==> config.mk <==
export PLATFORM = sky130hd
export DESIGN_NAME = insn_encoder
export DESIGN_NICKNAME = d
export VERILOG_FILES = /design/src/rtl/insn_encoder_pkg.sv /design/src/rtl/insn_encoder_pack.sv /design/src/rtl/insn_encoder.sv
export SDC_FILE = /design/constraint.sdc
export NUM_CORES = 1
export LEC_CHECK = 0
export CORE_MARGIN = 3
export CORE_UTILIZATION = 49
export DETAILED_ROUTE_END_ITERATION = 12
export GPL_TIMING_DRIVEN = 0
export PLACE_DENSITY = 0.83
export RECOVER_POWER = 100
export SLEW_MARGIN = 0
export SYNTH_ARGS = -nofsm -noshare
export SYNTH_HDL_FRONTEND = slang
export SYNTH_HIERARCHICAL = 1
export SYNTH_SLANG_ARGS = --single-unit
==> constraint.sdc <==
create_clock -name i_clk -period 2.6 [get_ports i_clk]
set_input_delay 0.26 -clock i_clk [delete_from_list [all_inputs] [get_ports i_clk]]
set_output_delay 0.26 -clock i_clk [all_outputs]
set_load 0.05 [all_outputs]
==> src/rtl/insn_encoder_pkg.sv <==
// Shared definitions for the RV32I instruction encoder: request classes, ALU op codes
// (common with the decoder), base opcodes and the encoder FSM state type.
package insn_encoder_pkg;

    typedef enum logic [3:0] {
        FMT_R     = 4'd0,
        FMT_I     = 4'd1,
        FMT_LOAD  = 4'd2,
        FMT_S     = 4'd3,
        FMT_B     = 4'd4,
        FMT_LUI   = 4'd5,
        FMT_AUIPC = 4'd6,
        FMT_JAL   = 4'd7,
        FMT_JALR  = 4'd8
    } fmt_e;

    localparam logic [3:0] ALU_ADD  = 4'd0;
    localparam logic [3:0] ALU_SUB  = 4'd1;
    localparam logic [3:0] ALU_SLT  = 4'd2;
    localparam logic [3:0] ALU_SLTU = 4'd3;
    localparam logic [3:0] ALU_XOR  = 4'd4;
    localparam logic [3:0] ALU_OR   = 4'd5;
    localparam logic [3:0] ALU_AND  = 4'd6;
    localparam logic [3:0] ALU_SLL  = 4'd7;
    localparam logic [3:0] ALU_SRL  = 4'd8;
    localparam logic [3:0] ALU_SRA  = 4'd9;

    localparam logic [6:0] OPC_R     = 7'h33;
    localparam logic [6:0] OPC_I     = 7'h13;
    localparam logic [6:0] OPC_LOAD  = 7'h03;
    localparam logic [6:0] OPC_S     = 7'h23;
    localparam logic [6:0] OPC_B     = 7'h63;
    localparam logic [6:0] OPC_LUI   = 7'h37;
    localparam logic [6:0] OPC_AUIPC = 7'h17;
    localparam logic [6:0] OPC_JAL   = 7'h6F;
    localparam logic [6:0] OPC_JALR  = 7'h67;

    typedef enum logic [1:0] {
        ST_IDLE  = 2'd0,
        ST_WRITE = 2'd1,
        ST_FULL  = 2'd2
    } state_e;

    // True when v, read as a signed 32-bit value, fits a two's-complement field of 'bits' bits.
    function automatic logic fits_signed(input logic [31:0] v, input int bits);
        int sv;
        int lim;
        sv  = $signed(v);
        lim = 1 <<< (bits - 1);
        return (sv >= -lim) && (sv < lim);
    endfunction

endpackage

==> src/rtl/insn_encoder_pack.sv <==
// Combinational RV32I packer: turns one request into a 32-bit instruction word plus an
// illegal flag covering bad ops, out-of-range immediates and unsupported funct3 values.
module insn_pack
    import insn_encoder_pkg::*;
(
    input  logic [3:0]  i_fmt,
    input  logic [3:0]  i_alu_op,
    input  logic [2:0]  i_funct3,
    input  logic [4:0]  i_rd,
    input  logic [4:0]  i_rs1,
    input  logic [4:0]  i_rs2,
    input  logic [31:0] i_imm,
    output logic [31:0] o_word,
    output logic        o_illegal
);

    logic [2:0] w_f3;
    logic [6:0] w_f7;
    logic       w_shift;
    logic       w_bad_op;

    always_comb begin
        w_f3     = 3'd0;
        w_f7     = 7'h00;
        w_shift  = 1'b0;
        w_bad_op = 1'b0;
        case (i_alu_op)
            ALU_ADD:  w_f3 = 3'd0;
            ALU_SUB:  begin w_f3 = 3'd0; w_f7 = 7'h20; end
            ALU_SLT:  w_f3 = 3'd2;
            ALU_SLTU: w_f3 = 3'd3;
            ALU_XOR:  w_f3 = 3'd4;
            ALU_OR:   w_f3 = 3'd6;
            ALU_AND:  w_f3 = 3'd7;
            ALU_SLL:  begin w_f3 = 3'd1; w_shift = 1'b1; end
            ALU_SRL:  begin w_f3 = 3'd5; w_shift = 1'b1; end
            ALU_SRA:  begin w_f3 = 3'd5; w_f7 = 7'h20; w_shift = 1'b1; end
            default:  w_bad_op = 1'b1;
        endcase
    end

    always_comb begin
        o_word    = 32'd0;
        o_illegal = w_bad_op;
        case (i_fmt)
            FMT_R: o_word = {w_f7, i_rs2, i_rs1, w_f3, i_rd, OPC_R};
            FMT_I: begin
                if (w_shift) begin
                    o_word    = {w_f7, i_imm[4:0], i_rs1, w_f3, i_rd, OPC_I};
                    o_illegal = w_bad_op || (i_imm > 32'd31);
                end else begin
                    o_word    = {i_imm[11:0], i_rs1, w_f3, i_rd, OPC_I};
                    o_illegal = w_bad_op || (i_alu_op == ALU_SUB) || !fits_signed(i_imm, 12);
                end
            end
            FMT_LOAD: begin
                o_word    = {i_imm[11:0], i_rs1, i_funct3, i_rd, OPC_LOAD};
                o_illegal = w_bad_op || !fits_signed(i_imm, 12) || (i_funct3 == 3'd3)
                            || (i_funct3 == 3'd6) || (i_funct3 == 3'd7);
            end
            FMT_S: begin
                o_word    = {i_imm[11:5], i_rs2, i_rs1, i_funct3, i_imm[4:0], OPC_S};
                o_illegal = w_bad_op || !fits_signed(i_imm, 12) || (i_funct3 > 3'd2);
            end
            FMT_B: begin
                o_word    = {i_imm[12], i_imm[10:5], i_rs2, i_rs1, i_funct3, i_imm[4:1], i_imm[11], OPC_B};
                o_illegal = w_bad_op || !fits_signed(i_imm, 13) || i_imm[0]
                            || (i_funct3 == 3'd2) || (i_funct3 == 3'd3);
            end
            FMT_LUI: begin
                o_word    = {i_imm[31:12], i_rd, OPC_LUI};
                o_illegal = w_bad_op || (i_imm[11:0] != 12'd0);
            end
            FMT_AUIPC: begin
                o_word    = {i_imm[31:12], i_rd, OPC_AUIPC};
                o_illegal = w_bad_op || (i_imm[11:0] != 12'd0);
            end
            FMT_JAL: begin
                o_word    = {i_imm[20], i_imm[10:1], i_imm[11], i_imm[19:12], i_rd, OPC_JAL};
                o_illegal = w_bad_op || !fits_signed(i_imm, 21) || i_imm[0];
            end
            FMT_JALR: begin
                o_word    = {i_imm[11:0], i_rs1, 3'd0, i_rd, OPC_JALR};
                o_illegal = w_bad_op || !fits_signed(i_imm, 12);
            end
            default: o_illegal = 1'b1;
        endcase
    end

endmodule

==> src/rtl/insn_encoder.sv <==
// Instruction encoder: accepts encode requests, writes one RV32I word every two cycles to
// sequential instruction-memory addresses, and stops in FULL once DEPTH words are written.
module insn_encoder
    import insn_encoder_pkg::*;
#(
    parameter int unsigned DEPTH     = 1024,
    parameter logic [31:0] BASE_ADDR = 32'h0000_0000
) (
    input  logic        i_clk,
    input  logic        i_reset,
    input  logic        i_clear,
    input  logic        i_req_vld,
    output logic        o_req_rdy,
    input  logic [3:0]  i_fmt,
    input  logic [3:0]  i_alu_op,
    input  logic [2:0]  i_funct3,
    input  logic [4:0]  i_rd,
    input  logic [4:0]  i_rs1,
    input  logic [4:0]  i_rs2,
    input  logic [31:0] i_imm,
    output logic        o_imem_wren,
    output logic [31:0] o_imem_addr,
    output logic [31:0] o_imem_wdata,
    output logic        o_err,
    output logic [16:0] o_count,
    output logic        o_full
);

    localparam logic [16:0] DEPTH_C = 17'(DEPTH);

    state_e      r_state;
    state_e      w_next;
    logic [31:0] r_addr;
    logic [16:0] r_count;
    logic [31:0] r_wdata;
    logic        r_err;
    logic        r_run;
    logic [31:0] w_word;
    logic        w_illegal;
    logic        w_xfer;
    logic        w_accept;
    logic [16:0] w_count_inc;

    insn_pack u_pack (
        .i_fmt     (i_fmt),
        .i_alu_op  (i_alu_op),
        .i_funct3  (i_funct3),
        .i_rd      (i_rd),
        .i_rs1     (i_rs1),
        .i_rs2     (i_rs2),
        .i_imm     (i_imm),
        .o_word    (w_word),
        .o_illegal (w_illegal)
    );

    assign w_xfer      = i_req_vld && o_req_rdy;
    assign w_accept    = w_xfer && !w_illegal && !i_clear;
    assign w_count_inc = r_count + 17'd1;

    always_comb begin
        w_next      = r_state;
        o_req_rdy   = 1'b0;
        o_imem_wren = 1'b0;
        case (r_state)
            ST_IDLE: begin
                // r_run holds off the handshake until the first edge after reset release
                o_req_rdy = r_run;
                if (w_accept) w_next = ST_WRITE;
            end
            ST_WRITE: begin
                o_imem_wren = 1'b1;
                if (i_clear)                     w_next = ST_IDLE;
                else if (w_count_inc == DEPTH_C) w_next = ST_FULL;
                else                             w_next = ST_IDLE;
            end
            ST_FULL: if (i_clear) w_next = ST_IDLE;
            default: w_next = ST_IDLE;
        endcase
    end

    always_ff @(posedge i_clk or posedge i_reset) begin
        if (i_reset) begin
            r_state <= ST_IDLE;
            r_addr  <= BASE_ADDR;
            r_count <= 17'd0;
            r_wdata <= 32'd0;
            r_err   <= 1'b0;
            r_run   <= 1'b0;
        end else begin
            r_state <= w_next;
            r_run   <= 1'b1;
            r_err   <= w_xfer && w_illegal && !i_clear;
            if (w_accept) r_wdata <= w_word;
            if (i_clear) begin
                r_addr  <= BASE_ADDR;
                r_count <= 17'd0;
            end else if (r_state == ST_WRITE) begin
                r_addr  <= r_addr + 32'd4;
                r_count <= w_count_inc;
            end
        end
    end

    assign o_imem_addr  = r_addr;
    assign o_imem_wdata = r_wdata;
    assign o_err        = r_err;
    assign o_count      = r_count;
    assign o_full       = (r_count == DEPTH_C);

endmodule
==> implementation parameters, run 1 <==
Parameter                              Value

Status
  Result of the run ... finished, violations left
  Violated checks ... max-capacitance violations, max-slew violations, negative setup slack

Global route
  Global-route wire length before repair ... 24,650 µm
  Via count of the first global-routing pass ... 4,896
  Maximum number of pins on one net before global-route repair ... 45
  Initial antenna violation count ... 0
  GRT Resource Usage Total ... 26.65%
  Total global routing overflow ... 0

Detailed routing
  Total wirelength of the detailed-routed design ... 15,690 µm
  Remaining routing DRC violations ... 0
  Total iterations of the first detailed-routing run ... 5
  Drt initial violations ... 467
  Routed vias/inst ... 5.774
  Via count ... 4,960
  Mean routed wirelength per cell ... 18.27 µm
  Number of nets with antenna violations after detailed routing ... 0

Placed design
  Worst setup slack after placement ... -914.3 ps
  Sum of net half-perimeters after detailed placement ... 11,100 µm
  # port buffers ... 141
  Global placer's final weighted congestion ... 0.9173

Setup path
  Startpoint Class ... input pin
  Startpoint of the most critical register-to-register path ... o_count[0]
  Data arrival, critical path ... 2920 ps
  Worst Path Max Fanout ... 5
  WP data required ... 2850 ps
  R2R Path End ... o_count[16]
  Reg2Reg Setup Slack ... 320 ps
  Setup crit end kind ... flip-flop
  Critical path start-end classification ... in -> reg
  Worst r2r path cells ... 6

STA
  Headroom to the max-slew limit ... -8.754%
  Shortest clock period the worst path allows after layout ... 2668 ps
  Transition time at the pin with the least slew margin ... 1630 ps
  Share of the clock period used by the worst path after layout ... 102.6%
  Count of final max-slew check failures ... 40
  Sum Neg Setup Slack ... -1234 ps
  Fin. Hold Viols ... 0
  Highest attainable clock frequency ... 0.3749 GHz
  Count of endpoints failing setup in the final report ... 25
  Hold_ws ... 310.8 ps
  Worst clock skew ... 13.72 ps
  Min setup slack post-route ... -67.72 ps

Clock network
  Clock transition time at the flip-flop clock pins of the worst setup and hold paths ... 90 ps
  H-tree levels ... 3
  Clock tree root buffer cell ... sky130_fd_sc_hd__clkbuf_8
  Num CTS Buffers ... 9
  Clock tree buffer depth ... 2
  CTS tree ... done
  Clock sink count ... 83
  Insertion delay to the later sink of the worst-skew pair ... 360 ps

Final layout
  Synthesis-to-finish area growth ... 41.32%
  Most common cell after layout, fill and taps aside ... sky130_fd_sc_hd__clkdlybuf4s50_1
  Fraction of layout cells with a size suffix above 1 ... 18.73%
  Net count, final ... 787
  Commonest non-fill, non-tap cells in the layout ... sky130_fd_sc_hd__clkdlybuf4s50_1, sky130_fd_sc_hd__dfrtp_1, sky130_fd_sc_hd__nor2_1, sky130_fd_sc_hd__nand2_1, sky130_fd_sc_hd__nand3_1
  Filler instances ... 708
  Final antenna diode count ... 0
  Utilization after layout ... 72.61%

Yosys
  Post-synth EDFFs ... 0
  Async set or reset register ratio after synthesis ... 100.0%
  Main synth FF type ... sky130_fd_sc_hd__dfrtp_1
  Syn Std Cell Area ... 0.005115 mm²
  Post-synthesis cell type with the largest combined area ... sky130_fd_sc_hd__dfrtp_1
  Number of warnings printed during yosys synthesis ... 6
  Post-synth top area share ... 40.61%
  Synthesized area per cell ... 9.199 µm²
  Top post-synthesis cells by area ... sky130_fd_sc_hd__dfrtp_1, sky130_fd_sc_hd__mux2_2, sky130_fd_sc_hd__xor2_1
  Number of synthesized register bits ... 83
  Gate count of the mapped netlist ... 556
  Distinct cell type count after synthesis ... 62
  Proportion of synthesized chip area in sequential cells ... 40.61%

Min path
  Worst Hold Path Cells ... 4
  Destination of the worst hold path ... o_imem_wdata[30]
  Critical hold path startpoint ... i_imm[30]
  Tightest Hold Check Type ... in -> reg

Power and ir drop
  Maximum vdd drop ... 0.0004702 V
  Overall power of the completed layout ... 3.791 mW
  Leak pwr ... 3.131 nW
  Power density over cell area ... 524.5 mW/mm²

Floorplanning
  Vertical die dimension ... 108.2 µm
  Core Box Area ... 0.009955 mm²
  Starting utilization of the core area ... 51.38%
  Boundary Pins ... 147
  Row cnt ... 36
  Die Footprint ... 0.01170 mm²
  Die X ... 108.2 µm

Flow run
  Max capacitance violation total ... 1
## repair_timing
action / 4_1_cts / 5_1_grt
endpoints found under the setup margin: 34 / 32
hold endpoints to repair: 0 / 0
resized for setup: 75 / 69
setup buffers: 10 / 0
hold buffers: 0 / 0
pin swaps: 16 / 20
cloned: 2 / 0
## area by class of cell
cell class	instances	area (µm²)	share of cell area, %
Inverter	13	48.80	0.6751
Sequential cell	83	2077	28.73
Buffer	33	232.7	3.220
Clock inverter	5	85.08	1.177
Multi-Input combinational cell	427	2968	41.06
Tap cell	133	166.4	2.302
Timing Repair Buffer	154	1509	20.88
Clock buffer	11	141.4	1.956
## stage by stage
stage	instances	area [µm²]
2_1_floorplan	557	5130
3_3_place_gp	831	6708
3_5_place_dp	832	6730
4_1_cts	859	7199
5_1_grt	859	7228
6_report	859	7228
## sequential cells by signal, indices dropped and copies added, names as in the netlist
register / cells
o_err: 1
r_run: 1
o_count: 17
o_imem_addr: 30
o_imem_wdata: 32
r_state: 2
## per-layer routing
layer	up-vias	GRT usage, %	wire (µm)
met5	-	0	0
met4	0	10.37	456
met3	42	4.418	1048
met2	219	42.98	7642
met1	2381	36.00	6546
li1	2318	-	-
## report_power, final
group	internal (mW)	switching, mW	total (mW)
combinational	0.478	0.760	1.24
sequential	1.41	0.0733	1.49
clock	0.573	0.493	1.07
total	2.46	1.33	3.79
## cells in the mapped netlist (6+ instances only)
library cell                n
sky130_fd_sc_hd__or3_1      8
sky130_fd_sc_hd__nand4_1   13
sky130_fd_sc_hd__dfrtp_1   83
sky130_fd_sc_hd__nand2_1   51
sky130_fd_sc_hd__buf_4      6
sky130_fd_sc_hd__clkbuf_1   7
sky130_fd_sc_hd__xnor2_1   24
sky130_fd_sc_hd__inv_1     13
sky130_fd_sc_hd__xor2_1    27
sky130_fd_sc_hd__buf_2     15
sky130_fd_sc_hd__nor4_1    11
sky130_fd_sc_hd__a21oi_1   19
sky130_fd_sc_hd__a22o_1    10
sky130_fd_sc_hd__nor2_1    62
sky130_fd_sc_hd__o21ai_0   25
sky130_fd_sc_hd__nor3_1    19
sky130_fd_sc_hd__mux2_2    33
sky130_fd_sc_hd__and3_1    10
sky130_fd_sc_hd__nor2b_1    6
sky130_fd_sc_hd__nand3_1   30
## worst max path at each step
stage | startpoint | cells past startpoint | endpoint | slack [ps]
floorplan | i_alu_op[3] | 11 | o_imem_wdata[10] | 100
global placement | i_reset | 2 | o_count[3] | -1080
detailed placement | i_imm[20] | 11 | o_imem_wdata[14] | -910
CTS | i_fmt[2] | 11 | o_imem_wdata[26] | -4
global route | i_imm[16] | 11 | o_imem_wdata[17] | -100
finish | i_imm[16] | 11 | o_imem_wdata[11] | -70
## critical path, stage by stage
cell and delay (ps):
sky130_fd_sc_hd__clkdlybuf4s15_1 230, sky130_fd_sc_hd__nor4_2 300, sky130_fd_sc_hd__nand2_1 200, sky130_fd_sc_hd__a2bb2oi_1 170
sky130_fd_sc_hd__or4_1 480, sky130_fd_sc_hd__nand3_2 140, sky130_fd_sc_hd__o311ai_4 110, sky130_fd_sc_hd__and4bb_4 440
sky130_fd_sc_hd__buf_12 140, sky130_fd_sc_hd__buf_16 120, sky130_fd_sc_hd__mux2_2 320
## cells by family (layout without fill, tap and decap cells)
group / after synthesis / count (layout) / share of synthesized area, %
buffers and inverters: 47 / 216 / 4.746
AOI/OAI and AO/OA: 95 / 95 / 12.65
muxes: 35 / 35 / 7.657
xor gates and xnor gates: 51 / 51 / 8.733
and+or+nand+nor: 239 / 239 / 24.49
DFF: 83 / 83 / 40.61
other: 2 / 3 / 0.1468
adders and majority gates: 4 / 4 / 0.9785
(Power assumes the default switching activity.)
==> run 2, diff against run 1 <==
--- a/config.mk
+++ b/config.mk
@@ -5,8 +5,11 @@
 export SDC_FILE = /design/constraint.sdc
 export NUM_CORES = 1
 export LEC_CHECK = 0
+export CAP_MARGIN = 10
 export CORE_MARGIN = 3
 export CORE_UTILIZATION = 49
+export CTS_BUF_LIST = sky130_fd_sc_hd__clkbuf_16
+export CTS_CLUSTER_SIZE = 28
 export DETAILED_ROUTE_END_ITERATION = 12
 export GPL_TIMING_DRIVEN = 0
 export PLACE_DENSITY = 0.83
==> run 2 against run 1 <==
  * The flow finishes with violations (max-capacitance violations, max-slew violations)
  * Routed wire length down 3.1%
  * Design area down 0.59%
  * Global-route usage down 0.57 points
  * Sequential power about the same
  * Non-clock buffer count down 1
  * Combinational power down 6%
  * Register-to-register slack worse by 60 ps
  * Sequential share of layout area up 0.17 points
  * Critical endpoint is now o_imem_wdata[10]
  * Largest power group unchanged
==> implementation parameters, run 2 (synthesized netlist as in run 1, its figures left out) <==
Parameter                              Value

Status
  Result of the run ... finished, violations left (unchanged)
  Violated checks ... max-capacitance violations, max-slew violations (was max-capacitance violations, max-slew violations, negative setup slack)

Setup path
  Worst r2r path cells ... 6 (unchanged)
  Setup crit end ... o_imem_wdata[10] (was o_imem_wdata[11])
  Startpoint of the most critical register-to-register path ... o_imem_addr[8] (was o_count[0])
  R2R Path End ... o_imem_addr[24] (was o_count[16])
  Startpoint of the worst setup timing path ... i_imm[31] (was i_imm[16])
  WP data required ... 2820 ps (was 2850 ps)
  Reg2Reg Setup Slack ... 260 ps (was 320 ps)
  Worst Path Max Fanout ... 6 (was 5)
  Longest individual stage delay on the worst path ... 460 ps (was 480 ps)
  Startpoint Class ... input pin (unchanged)
  Critical-path top delay cell ... sky130_fd_sc_hd__and4bb_4 (was sky130_fd_sc_hd__or4_1)
  Setup crit end kind ... flip-flop (unchanged)
  Data arrival, critical path ... 2740 ps (was 2920 ps)
  Critical-path cell list ... clkbuf_2 -> nor4_2 -> nand3_2 -> a2bb2oi_1 -> or4_1 -> nand3_1 -> o311ai_2 -> and4bb_4 -> buf_6 -> buf_16 -> mux2_2 (was clkdlybuf4s15_1 -> nor4_2 -> nand2_1 -> a2bb2oi_1 -> or4_1 -> nand3_2 -> o311ai_4 -> and4bb_4 -> buf_12 -> buf_16 -> mux2_2)
  Critical path start-end classification ... in -> reg (unchanged)

Global route
  GRT Max-Usage Layer ... met2 (unchanged)
  Via count of the first global-routing pass ... 4,819 (was 4,896)
  Maximum number of pins on one net before global-route repair ... 45 (unchanged)
  Global-route wire length before repair ... 24,250 µm (was 24,650 µm)
  M3 GR Usage ... 4.239% (was 4.418%)
  Met1 usage in global routing ... 35.85% (was 36.00%)
  Initial antenna violation count ... 0 (unchanged)
  Met2 track utilization from global routing ... 41.34% (was 42.98%)
  Total global routing overflow ... 0 (unchanged)
  GRT Resource Usage Total ... 26.07% (was 26.65%)

Clock network
  Clock tree root buffer cell ... sky130_fd_sc_hd__clkbuf_16 (was sky130_fd_sc_hd__clkbuf_8)
  Clock transition time at the flip-flop clock pins of the worst setup and hold paths ... 60 ps (was 90 ps)
  Insertion delay to the later sink of the worst-skew pair ... 340 ps (was 360 ps)
  H-tree levels ... 3 (unchanged)
  Num CTS Buffers ... 9 (unchanged)
  Clock tree buffer depth ... 2 (unchanged)
  CTS tree ... done (unchanged)
  Clock sink count ... 83 (unchanged)

Final layout
  Net count, final ... 786 (was 787)
  Fraction of layout cells with a size suffix above 1 ... 18.62% (was 18.73%)
  Commonest non-fill, non-tap cells in the layout ... sky130_fd_sc_hd__dfrtp_1, sky130_fd_sc_hd__dlygate4sd3_1, sky130_fd_sc_hd__nor2_1, sky130_fd_sc_hd__nand2_1, sky130_fd_sc_hd__nand3_1 (was sky130_fd_sc_hd__clkdlybuf4s50_1, sky130_fd_sc_hd__dfrtp_1, sky130_fd_sc_hd__nor2_1, sky130_fd_sc_hd__nand2_1, sky130_fd_sc_hd__nand3_1)
  Synthesis-to-finish area growth ... 40.48% (was 41.32%)
  Most common cell after layout, fill and taps aside ... sky130_fd_sc_hd__dfrtp_1 (was sky130_fd_sc_hd__clkdlybuf4s50_1)
  Final antenna diode count ... 0 (unchanged)
  Utilization after layout ... 72.18% (was 72.61%)
  Number of flip-flops in the largest register ... 32 (unchanged)
  Layout Cell Area excl Fill ... 0.007186 mm² (was 0.007228 mm²)

STA
  Shortest clock period the worst path allows after layout ... 2519 ps (was 2668 ps)
  Count of final max-slew check failures ... 40 (unchanged)
  Transition time at the pin with the least slew margin ... 1626 ps (was 1630 ps)
  Share of the clock period used by the worst path after layout ... 96.87% (was 102.6%)
  Highest attainable clock frequency ... 0.3970 GHz (was 0.3749 GHz)
  Worst clock skew ... 5.470 ps (was 13.72 ps)
  Fin. Hold Viols ... 0 (unchanged)
  Hold_ws ... 326.4 ps (was 310.8 ps)
  Headroom to the max-slew limit ... -8.488% (was -8.754%)
  Setup repair after global routing missed its margin ... false
  Count of endpoints failing setup in the final report ... 0 (was 25)

Power and ir drop
  Leak pwr ... 3.377 nW (was 3.131 nW)
  Maximum vdd drop ... 0.0004425 V (was 0.0004702 V)
  Overall power of the completed layout ... 4.004 mW (was 3.791 mW)
  Power density over cell area ... 557.2 mW/mm² (was 524.5 mW/mm²)

Placed design
  Global placer's final weighted congestion ... 0.9173 (unchanged)
  # port buffers ... 141 (unchanged)
  Cell area reported after detailed placement ... 0.006730 mm² (unchanged)
  Sum of net half-perimeters after detailed placement ... 11,100 µm (unchanged)

Min path
  Tightest Hold Check Type ... in -> reg (unchanged)
  Critical hold path startpoint ... i_imm[30] (unchanged)

Flow run
  Max capacitance violation total ... 1 (unchanged)

Floorplanning
  Row cnt ... 36 (unchanged)
  Core Box Area ... 0.009955 mm² (unchanged)
  Die X ... 108.2 µm (unchanged)
  Starting utilization of the core area ... 51.38% (unchanged)
  Boundary Pins ... 147 (unchanged)
  Die Footprint ... 0.01170 mm² (unchanged)
  Vertical die dimension ... 108.2 µm (unchanged)

Detailed routing
  Number of nets with antenna violations after detailed routing ... 0 (unchanged)
  Via count ... 4,974 (was 4,960)
  Drt initial violations ... 461 (was 467)
  Mean routed wirelength per cell ... 17.72 µm (was 18.27 µm)
  Routed vias/inst ... 5.797 (was 5.774)
  Remaining routing DRC violations ... 0 (unchanged)
  Total iterations of the first detailed-routing run ... 5 (unchanged)
  Total wirelength of the detailed-routed design ... 15,200 µm (was 15,690 µm)
run 2: cell types whose count changed in the layout (fill, tap and decap cells not counted), moves of 3 or more:
cell / change
sky130_fd_sc_hd__buf_8: -3
sky130_fd_sc_hd__clkbuf_16: +9
sky130_fd_sc_hd__clkbuf_2: +7
sky130_fd_sc_hd__clkbuf_8: -9
sky130_fd_sc_hd__clkdlybuf4s15_1: -5
sky130_fd_sc_hd__clkdlybuf4s50_1: -77
sky130_fd_sc_hd__dlygate4sd2_1: -5
sky130_fd_sc_hd__dlygate4sd3_1: +79
sky130_fd_sc_hd__mux2_2: +10
sky130_fd_sc_hd__mux2_4: -10
run 2: layout make-up:
| type | count | area, µm² |
|---|---|---|
| clock inverter | 7 | 92.59 |
| timing repair buffer | 154 | 1478 |
| inverter | 13 | 48.80 |
| tap | 133 | 166.4 |
| buffer | 32 | 216.5 |
| clock buffer | 9 | 225.2 |
| fill | 726 | 2769 |
| sequential | 83 | 2077 |
| multi-input combinational | 427 | 2882 |
run 2: critical path: cells and delay by family:
kind | cells | cell delay, ps
muxes | 1 | 320
buffers and inverters | 3 | 370
AOI/OAI and AO/OA | 2 | 310
and+or+nand+nor | 5 | 1480
run 2: routing by layer:
| layer | part of all wire (%) | vias up |
|---|---|---|
| met4 | 2.1 | 0 |
| met5 | 0 | - |
| met1 | 43 | 2421 |
| met3 | 6.6 | 23 |
| met2 | 48 | 207 |
| li1 | - | 2323 |
run 2: worst min-delay path by stage:
stage | to | slack, ps | depth (start not counted)
2_1_floorplan | o_err | 450 | 1
3_3_place_gp | o_imem_wdata[9] | 490 | 1
3_5_place_dp | o_imem_wdata[12] | 500 | 1
4_1_cts | o_imem_wdata[12] | 340 | 2
5_1_grt | o_imem_wdata[22] | 350 | 4
6_report | o_imem_wdata[30] | 330 | 4
run 2: power breakdown:
group / internal, mW / total, mW / switching (mW)
registers: 1.42 / 1.48 / 0.0629
clock network: 0.840 / 1.37 / 0.526
logic: 0.409 / 1.16 / 0.751
total: 2.66 / 4.00 / 1.34
run 2: through the flow:
| step | worst slack, ps | setup TNS (ps) | std cells |
|---|---|---|---|
| detailed placement | -914.3 | -28000 | 832 |
| finish | 81.39 | 0 | 858 |
| global placement | -1076 | -113720 | 831 |
| CTS | -54.90 | -469.8 | 852 |
| floorplan | 95.11 | 0 | 557 |
| global route | 1.801 | 0 | 858 |
run 2: repair_timing:
| item | in CTS | in global routing |
|---|---|---|
| hold buffers | 0 | 0 |
| buffers inserted | 3 | 7 |
| pin swaps | 7 | 17 |
| resized for setup | 69 | 64 |
| endpoints found under the setup margin | 34 | 32 |
| gates cloned | 2 | 0 |
